`src/rtl/line_fill_buffer.sv`:
```
// line_fill_buffer: single-entry write-back line buffer with miss fetch and write merge.
// Optional flush/flush_done ports when LINE_FILL_BUFFER_FLUSH_EN is defined.
module line_fill_buffer #(
    parameter int ADDR_W   = 16,
    parameter int OFFSET_W = 4
) (
    input  logic                  clk,
    input  logic                  rst_n,
    input  logic [ADDR_W-1:0]     mem_address,
    input  logic                  mem_read,
    input  logic                  mem_write,
    input  logic [15:0]           mem_wdata,
    input  logic [1:0]            mem_byte_enable,
    output logic                  mem_resp,
    output logic [(8<<OFFSET_W)-1:0] line_out,
    output logic [OFFSET_W-1:0]   offset_out,
    output logic                  pmem_read,
    output logic                  pmem_write,
    output logic [ADDR_W-1:0]     pmem_address,
    output logic [(8<<OFFSET_W)-1:0] pmem_wdata,
    input  logic [(8<<OFFSET_W)-1:0] pmem_rdata,
    input  logic                  pmem_resp
`ifdef LINE_FILL_BUFFER_FLUSH_EN
    ,
    input  logic                  flush,
    output logic                  flush_done
`endif
);
    localparam int TAG_W  = ADDR_W - OFFSET_W;
    localparam int LINE_W = 8 << OFFSET_W;

    typedef enum logic [1:0] {IDLE, WRITEBACK, FETCH} state_t;

    state_t                state;
    logic                  valid, dirty;
    logic [TAG_W-1:0]      tag, req_tag;
    logic [LINE_W-1:0]     line;
    logic                  req, hit, idle_hit;
    logic [OFFSET_W+2:0]   lo_base, hi_base;

    assign req        = mem_read | mem_write;
    assign hit        = valid && (tag == mem_address[ADDR_W-1:OFFSET_W]);
    assign idle_hit   = (state == IDLE) && req && hit;
    assign line_out   = line;
    assign pmem_wdata = line;
    assign offset_out = mem_address[OFFSET_W-1:0];
    assign lo_base    = {mem_address[OFFSET_W-1:1], 4'b0000};
    assign hi_base    = {mem_address[OFFSET_W-1:1], 4'b1000};

`ifdef LINE_FILL_BUFFER_FLUSH_EN
    logic flush_pend, flushing, flush_go;
    // A pending flush is served before any new CPU request once back in IDLE
    assign flush_go = flush_pend | (flush & ~req);
    assign mem_resp = idle_hit & ~flush_go;
`else
    assign mem_resp = idle_hit;
`endif

    always_ff @(posedge clk or negedge rst_n) begin
        if (!rst_n) begin
            state        <= IDLE;
            valid        <= 1'b0;
            dirty        <= 1'b0;
            tag          <= '0;
            req_tag      <= '0;
            line         <= '0;
            pmem_read    <= 1'b0;
            pmem_write   <= 1'b0;
            pmem_address <= '0;
`ifdef LINE_FILL_BUFFER_FLUSH_EN
            flush_pend   <= 1'b0;
            flushing     <= 1'b0;
            flush_done   <= 1'b0;
`endif
        end else begin
`ifdef LINE_FILL_BUFFER_FLUSH_EN
            flush_done <= 1'b0;
            if (flush && (state != IDLE || req))
                flush_pend <= 1'b1;
`endif
            case (state)
                IDLE: begin
`ifdef LINE_FILL_BUFFER_FLUSH_EN
                    if (flush_go) begin
                        flush_pend <= 1'b0;
                        if (dirty) begin
                            flushing     <= 1'b1;
                            pmem_write   <= 1'b1;
                            pmem_address <= {tag, {OFFSET_W{1'b0}}};
                            state        <= WRITEBACK;
                        end else begin
                            valid      <= 1'b0;
                            flush_done <= 1'b1;
                        end
                    end else
`endif
                    if (req) begin
                        if (hit) begin
                            if (mem_write) begin
                                if (mem_byte_enable[0]) line[lo_base +: 8] <= mem_wdata[7:0];
                                if (mem_byte_enable[1]) line[hi_base +: 8] <= mem_wdata[15:8];
                                dirty <= 1'b1;
                            end
                        end else begin
                            req_tag <= mem_address[ADDR_W-1:OFFSET_W];
                            if (dirty) begin
                                pmem_write   <= 1'b1;
                                pmem_address <= {tag, {OFFSET_W{1'b0}}};
                                state        <= WRITEBACK;
                            end else begin
                                pmem_read    <= 1'b1;
                                pmem_address <= {mem_address[ADDR_W-1:OFFSET_W], {OFFSET_W{1'b0}}};
                                state        <= FETCH;
                            end
                        end
                    end
                end
                WRITEBACK: begin
                    if (pmem_resp) begin
                        dirty      <= 1'b0;
                        pmem_write <= 1'b0;
`ifdef LINE_FILL_BUFFER_FLUSH_EN
                        if (flushing) begin
                            flushing   <= 1'b0;
                            valid      <= 1'b0;
                            flush_done <= 1'b1;
                            state      <= IDLE;
                        end else
`endif
                        begin
                            pmem_read    <= 1'b1;
                            pmem_address <= {req_tag, {OFFSET_W{1'b0}}};
                            state        <= FETCH;
                        end
                    end
                end
                FETCH: begin
                    // Install even if the CPU has since dropped its request
                    if (pmem_resp) begin
                        line      <= pmem_rdata;
                        tag       <= req_tag;
                        valid     <= 1'b1;
                        pmem_read <= 1'b0;
                        state     <= IDLE;
                    end
                end
                default: state <= IDLE;
            endcase
        end
    end
endmodule

```
`config.mk`:
```
export PLATFORM = sky130hd
export DESIGN_NAME = line_fill_buffer
export DESIGN_NICKNAME = d
export VERILOG_FILES = /design/src/rtl/line_fill_buffer.sv
export SDC_FILE = /design/constraint.sdc
export NUM_CORES = 1
export LEC_CHECK = 0
export CAP_MARGIN = 20
export CORE_AREA = 4 4 169 171
export DETAILED_ROUTE_END_ITERATION = 16
export DIE_AREA = 0 0 173 175
export GPL_TIMING_DRIVEN = 0
export PLACE_DENSITY = 0.77
export SYNTH_ARGS = -nofsm -noshare
export SYNTH_HDL_FRONTEND = slang
export SYNTH_SLANG_ARGS = --single-unit
```
`constraint.sdc`:
```
create_clock -name clk -period 3 [get_ports clk]
set_clock_uncertainty 0.15 [all_clocks]
set_input_delay 0.45 -clock clk [delete_from_list [all_inputs] [get_ports clk]]
set_output_delay 0.45 -clock clk [all_outputs]
set_load 0.1 [all_outputs]
```
Yosys cells after proc, flatten, opt, wreduce, memory -nomap -nowiden

Cells that the tools add are included.

Order comparisons: 0
Multiply operators: 0
Bitwise logic cells: 2
Div/mod/pow operators: 0
Shift-type cells: 4
Reduce and logical (&&, ||, !) cells: 15
Equal/unequal tests: 11
Add/sub/neg operators: 2
Muxes and demuxes: 38

Operators by type and width:

| cell                    | number |
|---|---|
| $mux 128                | 10 |
| $bwmux 128              | 2 |
| $pmux 128 s2            | 1 |
| $shift 8x9->128 const A | 2 |
| $shiftx 8x9->128        | 2 |
| $mux 16                 | 4 |
| $pmux 16 s2             | 1 |
| $neg 7->9               | 2 |
| $ne 2x2->1 const B      | 8 |
| $reduce_and 5->1        | 3 |
| $eq 12x12->1            | 1 |
| $mux 1                  | 11 |
| $mux 2                  | 5 |
| $reduce_and 4->1        | 2 |
| $pmux 2 s3              | 1 |
| $reduce_and 6->1        | 1 |
| $pmux 1 s2              | 2 |
| $reduce_bool 2->1       | 2 |
| $logic_and 1x1->1       | 3 |
| $pmux 1 s3              | 1 |
| $reduce_and 3->1        | 1 |
| $reduce_bool 3->1       | 1 |
| $eq 2x1->1 const B      | 1 |
| $eq 2x2->1 const B      | 1 |
| other kinds (4)         | 4 |

Input port bits: 167
Memory bits (writable): 0
Memories kept: 0
Flip-flop bits (word level): 174
Bits in latches: 0
Logic and storage cells: 81
Bits in read-only memories: 0
Output and inout port bits: 279

Depth between registers and ports, before layout

Depth after elaboration: 14
Depth in mapped cells: 10

Least setup slack after synthesis

Ideal clock, no wire load.

Path kind: input to output
Start: input mem_address[12]
End: output mem_resp
Setup slack: -0.219 ns
Data arrival time: 2.619 ns
Cell stages on the path: 4
Required time: 2.400 ns
Path buffers: 0
Cells stage by stage: xor2_1 > nor4_4 > nand4_4 > nor2_1

Longest elaborated chain between the ends: 3

RTL lines:

| element            | RTL line | text |
|---|---|---|
| start: declaration | 9        | `input logic [ADDR_W-1:0] mem_address,` |
| $eq 12x12->1       | 42       | `assign hit = valid && (tag == mem_address[ADDR_W-1:OFFSET_W]);` |
| $logic_and 1x1->1  | 42       |  |
| $logic_and 1x1->1  | 43       | `assign idle_hit = (state == IDLE) && req && hit;` |
| end: declaration   | 14       | `output logic mem_resp,` |

Every way passes these cells.

Worst setup path in the final report

Start: input mem_address[12]
End: register req_tag[9]

Longest elaborated chain between the ends: 4

RTL lines:

| element                           | RTL line | text |
|---|---|---|
| $eq 12x12->1                      | 42       |  |
| $logic_and 1x1->1                 | 42       |  |
| $not 1->1 (no source line)        | -        |  |
| $reduce_and 3->1 (no source line) | -        |  |
| end signal: assignment            | 105      | `req_tag <= mem_address[ADDR_W-1:OFFSET_W];` |
| end: declaration                  | 36       | `logic [TAG_W-1:0] tag, req_tag;` |

Every way passes these cells.
A chain may end at the register's enable or synchronous reset.

==> impl_results.md <==
* Cts bufs inserted at 17
* Vias/cell at around 5.3
* Mapped Avg Cell Area at 11.15 sq um
* Routed vias at 8877
* Main synth FF type: dfrtp_1
* Cells after Synth at 845
* Setup violators final at 0
* Leakage Power at about 6.3 nW
* RSZ-0062 raised after global routing: no
* Synth-to-Final Area Change at 59.73%
* Clock transition at path regs at 70 ps
* Min cycle time layout at 2943 ps
* Post-synth EDFFs at 0
* Total power at 17.11 mW
* Critical path type: in -> reg
* Row count at 60
* Share of power burned in registers at 0.200
* Post-route ant nets at 0
* Clock sink count at 170
* Library cells used by synthesis at 52
* Max clock buf depth at 2
* Finished Cell Area at 15040 sq um
* Vias in the first global route at 9525
* Post-synth ARST share at 1.000
* Max-Cap Viols at 0
* Count of input and output buffers at 430
* Post-Route WL at around 38000 microns
* Root Buffer: clkbuf_16
* Top area cells in the synthesized netlist: dfrtp_1 (45%), buf_4 (11%), mux2_2 (6.7%)
* Die height at 175 microns
* Max IR drop VDD at 0.9559 mV
* Actual slew at the worst max-slew pin at 1087 ps
* Power per cell area at 1137 nW/um^2
* Detail Placement HPWL at 29470 microns
* Most frequent cell after synthesis: dfrtp_1
* Total track usage at 0.2415
* Number of synthesized register bits at 170
* P_int at a little over 7 mW
* Initial DRC count at 613
* Slowest cell delay on critical path at 580 ps
* Hold WS at 352.4 ps
* Core Footprint at 26880 sq um
* Area leader, netlist: dfrtp_1
* Crit path max-delay cell type: nor2_1
* Wire length on met2 at 19150 microns
* Mapped Area at 9418 sq um
* Aggregate global routing overflow at 0
* Switching pwr at 10.07 mW
* Layout Cells excl Fill at 1661
* Final Wtd Congestion at 0.9179
* Min-Delay Path Class: reg -> reg
* Slew Limit Fails at 0
* Largest net degree at the start of global routing at 99
* First-pass GRT wire length at 57100 microns
* Rel. slew slack at 0.2731
* Boundary Pins at 446
* Pre-CTS setup slack at -1332 ps
* Commonest cells in the netlist: dfrtp_1 (170), buf_4 (137), a22o_1 (65)
* Period utilisation layout at 0.9809
* Crit path max-delay family: simple AND/OR/NAND/NOR gates
* Final worst slack at 57.34 ps
* Area share of the largest cell type after synthesis at 0.4517
* Nets at 1480
* Finished Core Util at 0.5597
* H-tree lvl count at 4
* First drt pass iteration count at 5
* CP arrival at 3110 ps
* Met1 Wirelength at 14320 microns
* Final Hold Viols at 0
* Die Area at 30280 sq um
* Register area share after synthesis at 0.4517
* Fmax at 0.3398 GHz
* Clk_lat worst skew at 430 ps
* Status: complete, no violations
* Clock share of power at 0.134
* CP cell instances: clkdlybuf4s50_1 > xor2_1 > nor4_4 > and4_1 > nor2_1 > buf_2 > mux2_2
* Routed len/inst at 22.96 microns
* CP Capture Type: flop
* Layout cells sized above 1 at 0.2229
* Placed Cells incl. Taps at about 1600
* CTS tree: built
* Synthesis Warnings at 0
* DR WL met3 at between 3000 and 4000 microns
* Crit start category: input port
* Die width at approximately 170 microns
* Setup tns final at 0 ps
* WP buf/inv at 2
* Antenna violations before repair at 1
* WP data required at 3170 ps
* DRC at 0
* Post-DP Area at about 14000 sq um
* Initial core utilization at 0.3504
* Logic pwr share at 0.666
* CP max FO at 10
* Net Sw Frac at 0.5885
* Top sig layer: met4
logic make-up after synthesis:
logic type      after synthesis  synth area share
compound gates              237            0.2078
xor+xnor                     12           0.01116
fa+ha+maj                     7          0.009299
buf+inv                     211            0.1402
flops                       170            0.4517
mux                         100            0.1212
other cells                   1         0.0003982
simple gates                107           0.05833
cell type report:
cell class	count	area [sq um]
Antenna cell	1	2.502
Buffer	189	1251
Clock buffer	19	452.9
Clock inverter	13	143.9
Fill cell	2322	11830
Inverter	18	67.56
Multi-Input combinational cell	467	3994
Sequential cell	170	4254
Tap cell	341	426.7
Timing Repair Buffer	443	4451
sequential cells by signal, summed over array words and instances, names as in the netlist:
register and cells:
dirty 1, line_out 128, pmem_address 12, pmem_read 1, pmem_write 1, req_tag 12, state 2, tag 12
valid 1
worst paths after layout:
| kind | startpoint | end | slack, ps | depth (start not counted) |
|---|---|---|---|---|
| max | mem_address[12] | req_tag[9] | 60 | 7 |
| max reg2reg | state[0] | line_out[70] | 120 | 8 |
| min reg2reg | valid | valid | 350 | 1 |
| min | valid | valid | 350 | 1 |
| min in group asynchronous | rst_n | line_out[3] | 400 | 2 |
| max in group asynchronous | rst_n | line_out[56] | 1360 | 3 |
layout by cell type, fill, tap and decap left out, drive strengths merged, types with 11 or more instances in the layout:
cell type / count
dfrtp: 170
mux2i: 12
nand2: 37
nor3: 11
a2bb2oi: 57
a221oi: 12
clkbuf: 49
xor2: 11
nor2: 27
a22o: 65
buf: 173
inv: 28
clkdlybuf4s50: 427
o22ai: 64
mux2: 88
what timing repair did:
action | in CTS | in global routing
pin swaps | 10 | 2
setup endpoints to repair | 65 | 79
hold buffers | 1 | 0
setup buffers | 10 | 1
gates resized for setup | 33 | 5
endpoints found under the hold margin | 72 | 0
worst register-to-register path, stage by stage, from the launching register on:
cell	delay (ps)
dfrtp_1	340
buf_2	200
nand2b_1	210
clkbuf_4	360
clkbuf_1	430
buf_2	340
nand2_1	380
o22ai_1	280
a2bb2oi_1	90
routing by layer:
layer	GRT usage	up-vias
met2	0.4241	497
met4	0.1094	0
met3	0.06815	83
met1	0.2738	4388
met5	0	-
li1	-	3909
power groups by stage:
stage	sequential [mW]	clock [mW]	combinational (mW)
2_1_floorplan	6.85	0	5.21
3_3_place_gp	3.44	0	11.3
3_5_place_dp	3.45	0	11.3
4_1_cts	3.43	2.34	11.4
5_1_grt	3.51	2.43	11.7
6_report	3.43	2.29	11.4
Note: power is estimated with default switching activity, not from simulation.
